[src/rtl/scan_chain_host_if.sv]
// Stream, control and scan-port signals of scan_chain_host.
// The crc output exists only when SCAN_CHAIN_HOST_CRC_EN is defined.
interface scan_chain_host_if;
  logic       start;
  logic       busy;
  logic       done;
  logic [7:0] in_data;
  logic       in_valid;
  logic       in_ready;
  logic [7:0] out_data;
  logic       out_valid;
  logic       out_ready;
  logic       scan_enable;
  logic       scan_in;
  logic       scan_out;
`ifdef SCAN_CHAIN_HOST_CRC_EN
  logic [7:0] crc;
`endif

  // Controller / chain side.
  modport master (
    output start,
    input  busy,
    input  done,
    output in_data,
    output in_valid,
    input  in_ready,
    input  out_data,
    input  out_valid,
    output out_ready,
    input  scan_enable,
    input  scan_in,
`ifdef SCAN_CHAIN_HOST_CRC_EN
    input  crc,
`endif
    output scan_out
  );

  // scan_chain_host side.
  modport slave (
    input  start,
    output busy,
    output done,
    input  in_data,
    input  in_valid,
    output in_ready,
    output out_data,
    output out_valid,
    input  out_ready,
    output scan_enable,
    output scan_in,
`ifdef SCAN_CHAIN_HOST_CRC_EN
    output crc,
`endif
    input  scan_out
  );
endinterface

[src/rtl/scan_chain_host.sv]
// Host-side scan chain driver: one full chain rotation per start, bytes in/out on valid/ready.
// Define SCAN_CHAIN_HOST_CRC_EN to add a CRC-8 (poly 0x07) over the captured bit stream.
module scan_chain_host #(
  parameter int unsigned CHAIN_LEN  = 256,
  parameter int unsigned BYTE_CNT_W = 6
) (
  input  logic             clk,
  input  logic             rst,
  scan_chain_host_if.slave bus
);

  localparam int unsigned LastByte = CHAIN_LEN / 8 - 1;
  localparam logic [BYTE_CNT_W-1:0] LastByteCnt = BYTE_CNT_W'(LastByte);

  typedef enum logic [2:0] {
    StIdle,
    StLoad,
    StShift,
    StPush,
    StDone
  } state_e;

  state_e                state_q, state_d;
  logic [7:0]            tx_q, tx_d;
  logic [7:0]            rx_q, rx_d;
  logic [2:0]            bit_cnt_q, bit_cnt_d;
  logic [BYTE_CNT_W-1:0] byte_cnt_q, byte_cnt_d;
  logic [7:0]            out_data_q, out_data_d;
  logic                  out_valid_q, out_valid_d;

`ifdef SCAN_CHAIN_HOST_CRC_EN
  logic [7:0] crc_q, crc_d;

  // One MSB-first CRC-8 step, polynomial x^8 + x^2 + x + 1.
  function automatic logic [7:0] crc8_step(input logic [7:0] c, input logic b);
    logic fb;
    fb = c[7] ^ b;
    return {c[6:0], 1'b0} ^ (fb ? 8'h07 : 8'h00);
  endfunction
`endif

  always_ff @(posedge clk or posedge rst) begin
    if (rst) begin
      state_q     <= StIdle;
      tx_q        <= '0;
      rx_q        <= '0;
      bit_cnt_q   <= '0;
      byte_cnt_q  <= '0;
      out_data_q  <= '0;
      out_valid_q <= 1'b0;
`ifdef SCAN_CHAIN_HOST_CRC_EN
      crc_q       <= '0;
`endif
    end else begin
      state_q     <= state_d;
      tx_q        <= tx_d;
      rx_q        <= rx_d;
      bit_cnt_q   <= bit_cnt_d;
      byte_cnt_q  <= byte_cnt_d;
      out_data_q  <= out_data_d;
      out_valid_q <= out_valid_d;
`ifdef SCAN_CHAIN_HOST_CRC_EN
      crc_q       <= crc_d;
`endif
    end
  end

  always_comb begin
    state_d     = state_q;
    tx_d        = tx_q;
    rx_d        = rx_q;
    bit_cnt_d   = bit_cnt_q;
    byte_cnt_d  = byte_cnt_q;
    out_data_d  = out_data_q;
    out_valid_d = out_valid_q;
`ifdef SCAN_CHAIN_HOST_CRC_EN
    crc_d       = crc_q;
`endif

    // Consumer drain first; a PUSH in the same cycle re-sets out_valid below.
    if (out_valid_q && bus.out_ready) begin
      out_valid_d = 1'b0;
    end

    unique case (state_q)
      StIdle: begin
        if (bus.start) begin
          state_d    = StLoad;
          byte_cnt_d = '0;
`ifdef SCAN_CHAIN_HOST_CRC_EN
          crc_d      = '0;
`endif
        end
      end

      StLoad: begin
        if (bus.in_valid) begin
          tx_d      = bus.in_data;
          bit_cnt_d = '0;
          state_d   = StShift;
        end
      end

      StShift: begin
        // scan_out is sampled pre-edge, i.e. the bit present during this cycle.
        tx_d      = {tx_q[6:0], 1'b0};
        rx_d      = {rx_q[6:0], bus.scan_out};
        bit_cnt_d = bit_cnt_q + 3'd1;
`ifdef SCAN_CHAIN_HOST_CRC_EN
        crc_d     = crc8_step(crc_q, bus.scan_out);
`endif
        if (bit_cnt_q == 3'd7) begin
          state_d = StPush;
        end
      end

      StPush: begin
        if (!out_valid_q || bus.out_ready) begin
          out_data_d  = rx_q;
          out_valid_d = 1'b1;
          if (byte_cnt_q == LastByteCnt) begin
            state_d = StDone;
          end else begin
            byte_cnt_d = byte_cnt_q + 1'b1;
            state_d    = StLoad;
          end
        end
      end

      StDone: begin
        state_d = StIdle;
      end

      default: begin
        state_d = StIdle;
      end
    endcase
  end

  // All outputs decode from registers; reset clears scan_enable asynchronously via state_q.
  assign bus.busy        = (state_q != StIdle);
  assign bus.done        = (state_q == StDone);
  assign bus.in_ready    = (state_q == StLoad);
  assign bus.scan_enable = (state_q == StShift);
  assign bus.scan_in     = (state_q == StShift) & tx_q[7];
  assign bus.out_data    = out_data_q;
  assign bus.out_valid   = out_valid_q;
`ifdef SCAN_CHAIN_HOST_CRC_EN
  assign bus.crc         = crc_q;
`endif

endmodule
[src/flat_wrapper.sv]
// flat-port wrapper written by rule: the top's interface ports become plain ports
module scan_chain_host_flat 
#(
  parameter int unsigned CHAIN_LEN  = 256,
  parameter int unsigned BYTE_CNT_W = 6
)
  (clk, rst, bus_start, bus_busy, bus_done, bus_in_data, bus_in_valid, bus_in_ready, bus_out_data, bus_out_valid, bus_out_ready, bus_scan_enable, bus_scan_in, bus_scan_out);
  scan_chain_host_if bus_i ();
  input  logic clk;
  input  logic rst;
  input wire logic [$bits(bus_i.start)-1:0] bus_start;
  output wire logic [$bits(bus_i.busy)-1:0] bus_busy;
  output wire logic [$bits(bus_i.done)-1:0] bus_done;
  input wire logic [$bits(bus_i.in_data)-1:0] bus_in_data;
  input wire logic [$bits(bus_i.in_valid)-1:0] bus_in_valid;
  output wire logic [$bits(bus_i.in_ready)-1:0] bus_in_ready;
  output wire logic [$bits(bus_i.out_data)-1:0] bus_out_data;
  output wire logic [$bits(bus_i.out_valid)-1:0] bus_out_valid;
  input wire logic [$bits(bus_i.out_ready)-1:0] bus_out_ready;
  output wire logic [$bits(bus_i.scan_enable)-1:0] bus_scan_enable;
  output wire logic [$bits(bus_i.scan_in)-1:0] bus_scan_in;
  input wire logic [$bits(bus_i.scan_out)-1:0] bus_scan_out;
  assign bus_i.start = bus_start;
  assign bus_busy = bus_i.busy;
  assign bus_done = bus_i.done;
  assign bus_i.in_data = bus_in_data;
  assign bus_i.in_valid = bus_in_valid;
  assign bus_in_ready = bus_i.in_ready;
  assign bus_out_data = bus_i.out_data;
  assign bus_out_valid = bus_i.out_valid;
  assign bus_i.out_ready = bus_out_ready;
  assign bus_scan_enable = bus_i.scan_enable;
  assign bus_scan_in = bus_i.scan_in;
  assign bus_i.scan_out = bus_scan_out;
  scan_chain_host #(.CHAIN_LEN(CHAIN_LEN), .BYTE_CNT_W(BYTE_CNT_W)) u_core (.clk(clk), .rst(rst), .bus(bus_i));
endmodule
[config.mk]
export PLATFORM = sky130hd
export DESIGN_NAME = scan_chain_host_flat
export DESIGN_NICKNAME = d
export VERILOG_FILES = /design/src/rtl/scan_chain_host_if.sv /design/src/rtl/scan_chain_host.sv /design/src/flat_wrapper.sv
export SDC_FILE = /design/constraint.sdc
export NUM_CORES = 1
export LEC_CHECK = 0
export ABC_CLOCK_PERIOD_IN_PS = 1830
export BUFFER_PORTS_ARGS = -buffer_cell sky130_fd_sc_hd__clkbuf_2
export CORE_MARGIN = 4
export CORE_UTILIZATION = 45
export CTS_BUF_LIST = sky130_fd_sc_hd__clkbuf_4 sky130_fd_sc_hd__clkbuf_8
export CTS_CLUSTER_SIZE = 20
export DETAILED_ROUTE_END_ITERATION = 8
export PLACE_DENSITY = 0.66
export SLEW_MARGIN = 0
export SYNTH_ARGS = -nofsm -noshare
export SYNTH_HDL_FRONTEND = slang
export SYNTH_SLANG_ARGS = --single-unit
[constraint.sdc]
create_clock -name clk -period 1.83 [get_ports clk]
set_clock_uncertainty 0.05 [all_clocks]
set_input_delay 0.183 -clock clk [delete_from_list [all_inputs] [get_ports clk]]
set_output_delay 0.183 -clock clk [all_outputs]
set_load 0.02 [all_outputs]
==> out/qor.yml <==
total_power_uw: 3550
antenna_found_initial: 0
critPathArrivalTime_ps: 1470
first_pass_iters: 5
fin_crit_ps: 1710
grt_pass1_wl_mm: 5.53
yosysSeqAreaShare: 0.521
cts.path.max_buffers: 2
grt_max_degree: 38
final_util: 0.561
core_region_area_um2: 3740
worst_pin_slew_ps: 445
whs_ps: 79.0
syn_area_per_cell_um2: 10.7
netlist_top_cells_count: "dfrtp_1 (37), nand2_1 (33), a21oi_1 (12), nor2_1 (12), mux2i_1 (10)"
synth_ff_type: "dfrtp_1"
clk_pin_slew_ps: 70
gp_congestion: 0.826
startpoint_type: "flop"
clkLatencyLatePin_ps: 290
wl_mm: 3.28
dieWidth_um: 70.9
wl_per_cell_um: 13.1
fmax_mhz: 586
placementRows: 22
yosysTopAreaCell: "dfrtp_1"
drive_above_1_share: 0.307
syn_nets: 183
yosysMostFrequentCell: "dfrtp_1"
register_area_um2: 928
cap_violations: 0
slew_headroom: 0.703
die-area_um2: 5020
fill_cells: 348
drc: 0
area_growth_pct: 18.2
syn_inst: 166
htreeDepth: 2
grt_pass1_vias: 1284
cp.required_ps: 1600
synth_cell_type_count: 37
io_pins: 28
hp-start: "bus_scan_out"
ant_nets: 0
numCtsBuffers: 5
final-setup-viol-count: 0
num_vias: 1272
dp_hpwl_mm: 2.29
grt_setup_unrepaired: "no"
hp-class: "input port to flop"
synth_edf_count: 0
netlist_area_um2: 1780
die_h_um: 70.9
ys_warn_count: 0
fin_nets: 218
synth.top_cell.area_share: 0.521
grtUsageTotal: 0.137
multiInputGateArea_um2: 746
synth-seq-cells: 37
synthArstFlopShare: 1.00
critPathLaunch: "u_core.state_q[2]$_DFFE_PP0P_"
leakagePower_uw: 0.00100
vias_per_cell: 5.09
diodes: 0
worstPathMaxFanout: 20
start_util: 0.475
drv_slew: 0
ir_drop_v: 0.000764
status: "finished, final reports clean"
worstSetupPathType: "flop to output pin"
r2r_start: "u_core.byte_cnt_q[0]$_DFFE_PP0P_"
hold_violations: 0
drt-initial-drc-count: 56
final.setup.tns_ps: 0
fin_crit_sh: 0.932
cts-root-buf: "clkbuf_8"
grt-ovfl-total: 0
cts_tree: "done"
synth.area.top_cells: "dfrtp_1 (52%), nand2_1 (7.0%), mux2i_1 (5.6%)"
port_buffers: 27
clock_sinks: 37
endpoint_kind: "output pin"
power_density_nw_per_um2: 1690
[timing repair]
item,in CTS,in global routing
setup endpoints to repair,1,1
endpoints found under the hold margin,37,0
buffers inserted,0,3
gates resized for setup,2,0
cloned,0,0
hold buffers,1,0
[layer usage]
layer	GRT usage	up-vias	wire length (µm)
li1	-	636	-
met1	0.164	599	1500
met2	0.223	33	1540
met3	0.0440	4	185
met4	0.0668	0	44
met5	0	-	0
[final timing paths]
| kind | end | slack (ps) | depth (start not counted) |
|---|---|---|---|
| setup / recovery | bus_scan_in | 120 | 4 |
| hold / removal | u_core.rx_q[0]$_DFFE_PP0P_ | 80 | 2 |
| setup reg to reg | u_core.state_q[0]$_DFFE_PP0P_ | 220 | 5 |
| hold reg to reg | u_core.bus.out_data[6]$_DFFE_PP0P_ | 430 | 2 |
| max in group asynchronous | u_core.state_q[0]$_DFFE_PP0P_ | 920 | 4 |
| min in group asynchronous | u_core.bus.out_data[1]$_DFFE_PP0P_ | 470 | 4 |
[registers in the layout, indices dropped and copies added (netlist names)]
name                  cells
u_core.bit_cnt_q          3
u_core.bus.out_data       8
u_core.bus.out_valid      1
u_core.byte_cnt_q         6
u_core.rx_q               8
u_core.state_q            3
u_core.tx_q               8
[layout make-up]
cell class / instances / area share
flip-flops and latches: 37 / 0.442
well taps: 48 / 0.0286
clock buffers: 6 / 0.0393
inverters: 8 / 0.0143
multi-input cells: 113 / 0.355
repair buffers: 36 / 0.104
clock inverters: 2 / 0.0179
[through the flow]
stage	setup slack (ps)	std cells	cell area, µm²
floorplan	369	166	1780
global placement	269	238	1950
detailed placement	165	238	1950
CTS	49.7	247	2080
global route	40.3	250	2100
finish	124	250	2100
[cell usage in the layout (no fill, tap or decap), drive strengths merged, types with 3 or more instances in the layout]
cell type	instances
dfrtp	37
nand2	34
clkbuf	33
a21oi	13
nor2	12
mux2i	10
mux2	8
inv	8
buf	8
nand3	6
o21ai	4
nand2b	3
ha	3
[logic make-up (layout without fill, tap and decap cells)]
kind of cell | after synthesis | count (layout) | synth area share
compound gates | 25 | 25 | 0.104
fa+ha+maj | 3 | 3 | 0.0211
flops | 37 | 37 | 0.521
mux | 18 | 18 | 0.107
buf+inv | 16 | 52 | 0.0598
simple gates | 67 | 67 | 0.187
[report_power, final]
part | internal [µW] | switching, µW
clock network | 443 | 292
registers | 1150 | 213
logic | 646 | 805
total | 2240 | 1310
[critical path: stages, from the launching register on]
cell      delay (ps)
dfrtp_1          450
nor3b_4          230
buf_12           200
and2_1           140
clkbuf_2         160
Power figures use the tool's default switching activity.
